File: src/rtl/nibble_serial_subtractor.sv
// 16-bit subtractor a - b, one 4-bit lookahead-borrow nibble per clock, valid/ready on both sides.
// Optional zero/neg/ovf flag outputs are built when SUB_FLAGS_EN is defined.
module nibble_serial_subtractor (
  input  logic        i_clk,
  input  logic        i_rst,
  input  logic        i_in_valid,
  output logic        o_in_ready,
  input  logic [15:0] i_a,
  input  logic [15:0] i_b,
  output logic        o_out_valid,
  input  logic        i_out_ready,
  output logic [15:0] o_diff,
  output logic        o_bout
`ifdef SUB_FLAGS_EN
  ,
  output logic        o_zero,
  output logic        o_neg,
  output logic        o_ovf
`endif
);

  localparam int unsigned W  = 16;
  localparam int unsigned NW = 4;
  localparam int unsigned KW = 2;

  typedef enum logic [1:0] {
    S_IDLE = 2'd0,
    S_CALC = 2'd1,
    S_DONE = 2'd2
  } state_t;

  state_t          r_state;
  state_t          w_next;
  logic [W-1:0]    r_a;
  logic [W-1:0]    r_b;
  logic [W-1:0]    r_diff;
  logic            r_borrow;
  logic            r_bout;
  logic [KW-1:0]   r_k;

  logic [3:0]      w_lsb;
  logic [NW-1:0]   w_an;
  logic [NW-1:0]   w_bn;
  logic [NW-1:0]   w_g;
  logic [NW-1:0]   w_p;
  logic [NW:0]     w_br;
  logic [NW-1:0]   w_res;
  logic            w_accept;
  logic            w_last;

  // State register
  always_ff @(posedge i_clk) begin
    if (i_rst) begin
      r_state <= S_IDLE;
    end else begin
      r_state <= w_next;
    end
  end

  // Next-state logic
  always_comb begin
    w_next = r_state;
    case (r_state)
      S_IDLE: if (i_in_valid) w_next = S_CALC;
      S_CALC: if (w_last) w_next = S_DONE;
      S_DONE: if (i_out_ready) w_next = S_IDLE;
      default: w_next = S_IDLE;
    endcase
  end

  // Handshake outputs decoded from state only
  always_comb begin
    o_in_ready  = 1'b0;
    o_out_valid = 1'b0;
    case (r_state)
      S_IDLE:  o_in_ready  = 1'b1;
      S_DONE:  o_out_valid = 1'b1;
      default: ;
    endcase
  end

  assign w_accept = (r_state == S_IDLE) && i_in_valid;
  assign w_last   = (r_k == KW'(3));
  assign w_lsb    = {r_k, 2'b00};
  assign w_an     = r_a[w_lsb +: NW];
  assign w_bn     = r_b[w_lsb +: NW];
  assign w_g      = ~w_an & w_bn;
  assign w_p      = ~(w_an ^ w_bn);

  // Borrow chain flattened into lookahead terms, seeded by the inter-nibble borrow register
  assign w_br[0] = r_borrow;
  assign w_br[1] = w_g[0] | (w_p[0] & r_borrow);
  assign w_br[2] = w_g[1] | (w_p[1] & w_g[0]) | (w_p[1] & w_p[0] & r_borrow);
  assign w_br[3] = w_g[2] | (w_p[2] & w_g[1]) | (w_p[2] & w_p[1] & w_g[0])
                 | (w_p[2] & w_p[1] & w_p[0] & r_borrow);
  assign w_br[4] = w_g[3] | (w_p[3] & w_g[2]) | (w_p[3] & w_p[2] & w_g[1])
                 | (w_p[3] & w_p[2] & w_p[1] & w_g[0])
                 | (w_p[3] & w_p[2] & w_p[1] & w_p[0] & r_borrow);
  assign w_res   = w_an ^ w_bn ^ w_br[NW-1:0];

  // Operand latch and serial datapath
  always_ff @(posedge i_clk) begin
    if (i_rst) begin
      r_a      <= '0;
      r_b      <= '0;
      r_diff   <= '0;
      r_borrow <= 1'b0;
      r_bout   <= 1'b0;
      r_k      <= '0;
    end else if (w_accept) begin
      r_a      <= i_a;
      r_b      <= i_b;
      r_borrow <= 1'b0;
      r_k      <= '0;
    end else if (r_state == S_CALC) begin
      r_diff[w_lsb +: NW] <= w_res;
      r_borrow            <= w_br[NW];
      r_k                 <= r_k + KW'(1);
      if (w_last) begin
        r_bout <= w_br[NW];
      end
    end
  end

  assign o_diff = r_diff;
  assign o_bout = r_bout;

`ifdef SUB_FLAGS_EN
  logic         r_zero;
  logic         r_neg;
  logic         r_ovf;
  logic [W-1:0] w_full;

  // Final nibble is not yet in r_diff when flags are captured
  assign w_full = {w_res, r_diff[W-NW-1:0]};

  always_ff @(posedge i_clk) begin
    if (i_rst) begin
      r_zero <= 1'b1;
      r_neg  <= 1'b0;
      r_ovf  <= 1'b0;
    end else if ((r_state == S_CALC) && w_last) begin
      r_zero <= (w_full == W'(0));
      r_neg  <= w_full[W-1];
      r_ovf  <= (r_a[W-1] != r_b[W-1]) && (w_full[W-1] != r_a[W-1]);
    end
  end

  assign o_zero = r_zero;
  assign o_neg  = r_neg;
  assign o_ovf  = r_ovf;
`endif

endmodule

File: config.mk
export PLATFORM = sky130hd
export DESIGN_NAME = nibble_serial_subtractor
export DESIGN_NICKNAME = d
export VERILOG_FILES = /design/src/rtl/nibble_serial_subtractor.sv
export SDC_FILE = /design/constraint.sdc
export NUM_CORES = 1
export LEC_CHECK = 0
export BUFFER_PORTS_ARGS = -buffer_cell sky130_fd_sc_hd__buf_4
export CAP_MARGIN = 20
export CORE_AREA = 8 8 74 76
export CTS_CLUSTER_DIAMETER = 50
export DETAILED_ROUTE_END_ITERATION = 10
export DIE_AREA = 0 0 82 84
export PLACE_DENSITY = 0.82
export REMOVE_ABC_BUFFERS = 1
export SLEW_MARGIN = 20
export SYNTH_ARGS = -nofsm -noshare
export SYNTH_HDL_FRONTEND = slang
export SYNTH_SLANG_ARGS = --single-unit
File: constraint.sdc
create_clock -name i_clk -period 4 [get_ports i_clk]
set_input_delay 0 -clock i_clk [delete_from_list [all_inputs] [get_ports i_clk]]
set_output_delay 0 -clock i_clk [all_outputs]
set_load 0.005 [all_outputs]
==> results <==
- The largest single stage delay on the critical path is between 0.8 and 0.9 ns.
- The endpoint kind of the worst setup timing path is a register.
- The source of the worst hold timing path is i_out_ready.
- The pin count of the biggest net entering global routing is between 60 and 70.
- The critical path goes through mux4_2, inv_1, ha_1, a41o_1, a21oi_2, xnor2_1, o31ai_1.
- The final antenna diode count is 0.
- The maximum level of the CTS H-tree is 2.
- The number of iterations in the first detailed-routing pass is 4.
- The share of total power consumed by net switching is a little over a quarter.
- The synthesized-area fraction occupied by and/or/nand/nor cells is 19.9%.
- The number of cell rows is 24.
- In this run the register-to-register setup slack is roughly 1.3 ns.
- The die is ~84 um tall.
- The hold violation count in the final report is 0.
- The path type of the worst min-delay path is input pin to register.
- Summing all flip-flop and latch instances after layout gives about 1100 um2.
- Dividing the detail-routed via count by the number of cells gives 5.31.
- The dominant combinational cell family by area after synthesis is simple AND/OR/NAND/NOR gates.
- After layout, the worst path uses roughly 68% of the clock period.
- The peak clock frequency supported by timing is around 370 MHz.
- The via count of the first global-routing pass is between 2000 and 2500.
- In this run the tightest slew margin relative to its limit is between 40% and 50%.
- The compound-cell area share of the yosys netlist is 15.5%.
- The worst hold path was traced through 4 stages.
- Clock skew on the completed layout was measured at just over 0.008 ns.
- In this design, the largest share of critical-path delay is due to flip-flops.
- Summing the areas of all xor and xnor instances in the mapped netlist gives under 10% of the synthesized area.
- The worst register-to-register path begins at r_k[0]$_SDFFE_PP0P_.
- The all-layer global routing usage is a little under a fifth.
- The area of the die is approximately 7000 um2.
- The buffer type at the clock tree root is clkbuf_8.
- The Yosys step of the flow raised 0 warnings.
- During I/O placement, the number of pins put on the boundary was 55.
- The share of the yosys chip area belonging to registers is 45.0%.
- Averaged over all synthesized cells, the footprint is between 8 and 9 um2.
- In this run the critical register-to-register path is captured at o_diff[3]$_SDFFE_PP0P_.
- Counting the fill cells in the layout gives between 300 and 400.
- Gates resized during post-CTS repair numbered 0.
- The static leakage power is approximately 0.0013 uW.
- The number of different library cells used by synthesis comes to 32.
- The clock buffer count from CTS is 5.
- The arrival time of data at the critical path endpoint is about 3.0 ns.
- The iteration-0 DRC count of the detailed router is 134.
- The worst setup path is of the register to register kind.
- VDD sags by at most around 260 uV.
- The main flop type after synthesis is dfxtp_1.
- Clock-pin slew was measured on the worst setup and hold paths at about 0.090 ns.
- The net load switching power is a little under 300 uW.
- Cell internal power was estimated by the tool at between 800 and 900 uW.
- Detailed placement finished with a half-perimeter wire length of 3820 um.
- The number of flip-flops and latches in the synthesized netlist is 54.
- The multi-input combinational cells in the finished layout cover a total of between 1000 and 1500 um2.
- The power per cell area is about 340 nW/um2.
- The flow ran to the end, and the final reports show no timing, DRC or antenna violations.
- The TritonCTS clock tree is done.
- For the final routed database, the setup TNS stands at 0 ns.
- After technology mapping, the gate count stands at around 270.
- The post-CTS setup buffer count is 0.
- The initial antenna violation count came to 0.
- The number of clock sinks is 54.
- The area growth from synthesis to layout is 33.9%.
- The shortest period the worst path allows is around 2.7 ns.
- The final non-filler cell area is around 3200 um2.
- The starting utilization of the core area is 56.3%.
- The synthesized-area fraction occupied by adder cells is roughly 6.0%.
- Setup repair after global routing left no endpoint under its margin.
- The post-synthesis instance area is around 2400 um2.
- The portion of total power attributed to sequential cells is a little over half.
- The instance area at placement is ~2800 um2.
- After detailed routing, the average wire length per cell comes to between 10 and 15 um.
- Buffers placed on the I/O ports in this run total 54.
- The clock network fraction of total power is about 28%.
- The clock passes through at most 2 buffers.
- The number of max-cap violations is 0.
- The number of slew-limit violations in the final report is 0.
- The synthesized design contains 0 enable-type register cells.
- The worst setup path is launched from a register.
- The number of cells on the worst reg-to-reg path is 7.
- The weighted congestion reported at the end of routability-driven placement is ~0.8.
- The sum of overflow across all layers after global routing is 0.
- The post-route netlist has 22.2% of its cells at a drive strength greater than 1.
- The end point of the worst hold path is r_state[1]$_SDFFE_PP0P_.
- The core area is 4260 um2.
- The post-synthesis async set-or-reset flop share is 0%.
- STA puts the critical path data required time at ~4.2 ns.
- The combinational cell fraction of total power is 19.4%.
- The highest fanout seen on the critical path is 16.
- The number of setup violations in the final report is 0.
- The remaining design rule violation count is 0.
- At the end of the flow, the number of nets in the layout was ~390.
- The antenna violation net count after detailed routing is 0.
- For the worst-skew pair, the clock arrives at the later sink with an insertion delay of slightly above 0.3 ns.
- Summing over every cut layer, the via total after detailed routing is about 2100.
- The mux share of post-synthesis cell area is roughly 7.5%.
- The slew at the pin closest to its max-slew limit is approximately 0.87 ns.
- The horizontal die dimension is 82 um.
- Wires add up to 5860 um.
- The first global-routing pass estimated 10100 um of wire.
- The critical path's slowest cell is dfxtp_1.
- Counting both buffers and inverters, the worst setup path holds a total of 1.
per-stage QoR:
stage / setup WS [ns] / cells / util (%) / power [uW] / hold slack [ns]
after floorplan: 1.56 / 252 / - / 707 / 0.0691
after global placement: 1.34 / 359 / 65.7 / 776 / 0.248
after detailed placement: 1.27 / 359 / 65.7 / 782 / 0.255
after CTS: 1.24 / 399 / 75.4 / 1110 / 0.00884
after global routing: 0.942 / 399 / 75.4 / 1160 / 0.0652
final: 1.26 / 399 / 75.4 / 1110 / 0.0151
per-layer routing:
layer	track usage (%)	vias up	share of wire, %
met2	29.6	70	51
li1	-	1064	-
met5	0	-	0
met4	6.87	0	2.0
met3	5.39	14	6.7
met1	21.2	970	40
layout by cell type (no fill, tap or decap), drive strengths merged, types with 2 or more instances in the layout:
| cell type | synthesis | final |
|---|---|---|
| nor2 | 17 | 17 |
| mux4 | 8 | 8 |
| clkbuf | 8 | 7 |
| buf | 9 | 55 |
| dlygate4sd3 | 0 | 32 |
| nor3 | 3 | 3 |
| a2bb2oi | 8 | 8 |
| dfxtp | 54 | 54 |
| inv | 9 | 9 |
| xnor2 | 4 | 4 |
| nand2b | 2 | 2 |
| a21oi | 37 | 37 |
| nand3b | 9 | 9 |
| o31ai | 8 | 8 |
| ha | 10 | 10 |
| nand2 | 69 | 69 |
| a21o | 2 | 2 |
layout make-up:
cell class | instances | share of cell area (%)
sequential | 54 | 33.6
tap | 52 | 2.02
inverter | 9 | 1.05
clock inverter | 1 | 0.156
multi-input combinational | 189 | 37.6
clock buffer | 7 | 2.69
timing repair buffer | 87 | 22.8
timing repair:
| action | CTS | global route |
|---|---|---|
| endpoints found under the hold margin | 32 | 0 |
| hold buffers | 32 | 0 |
| setup endpoints to repair | 0 | 0 |
state kept, by name, summed over array words and instances (netlist names):
signal    flops
r_b          16
r_a          16
o_bout        1
r_borrow      1
r_state       2
r_k           2
o_diff       16
power groups by stage:
stage / clock, uW / combinational, uW / sequential [uW]
after floorplan: 0 / 117 / 590
after global placement: 0 / 181 / 595
after global routing: 338 / 236 / 588
after detailed placement: 0 / 186 / 596
final: 309 / 215 / 583
after CTS: 316 / 213 / 583
worst max-delay path by stage:
| stage | from | to | slack (ns) | cells after the start |
|---|---|---|---|---|
| floorplan | r_k[0]$_SDFFE_PP0P_ | o_diff[3]$_SDFFE_PP0P_ | 1.56 | 6 |
| global placement | r_k[0]$_SDFFE_PP0P_ | o_diff[3]$_SDFFE_PP0P_ | 1.34 | 6 |
| detailed placement | r_k[0]$_SDFFE_PP0P_ | o_diff[3]$_SDFFE_PP0P_ | 1.27 | 7 |
| CTS | r_k[0]$_SDFFE_PP0P_ | o_diff[3]$_SDFFE_PP0P_ | 1.24 | 7 |
| global route | r_k[0]$_SDFFE_PP0P_ | o_diff[3]$_SDFFE_PP0P_ | 0.94 | 7 |
| finish | r_k[0]$_SDFFE_PP0P_ | o_diff[3]$_SDFFE_PP0P_ | 1.26 | 7 |
logic make-up (layout without fill, tap and decap cells):
family | after synthesis | in the layout
buffers and inverters | 26 | 104
adder cells (fa/ha/maj) | 11 | 11
AND/OR/NAND/NOR | 107 | 107
multiplexers | 8 | 8
flip-flops | 54 | 54
AO/OA/AOI/OAI | 59 | 59
XOR/XNOR | 4 | 4
worst register-to-register path, cell delays in order, from the launching register on:
cell and delay [ns]:
dfxtp_1 0.84, mux4_2 0.60, inv_1 0.08, ha_1 0.27, a41o_1 0.27, a21oi_2 0.15, xnor2_1 0.15, o31ai_1 0.28
synth_stat cells, types with 2 or more instances:
library cell  count  area [um2]
a21o_1            2        15.0
a21oi_1          36         180
a2bb2oi_1         8        70.1
buf_2             9        45.0
clkbuf_1          8        30.0
dfxtp_1          54        1080
ha_1             10         125
inv_1             9        33.8
mux4_2            8         180
nand2_1          69         259
nand3b_1          9        67.6
nor2_1           16        60.1
nor3_1            3        15.0
o31ai_1           7        52.6
xnor2_1           4        35.0
(Power assumes the default switching activity.)
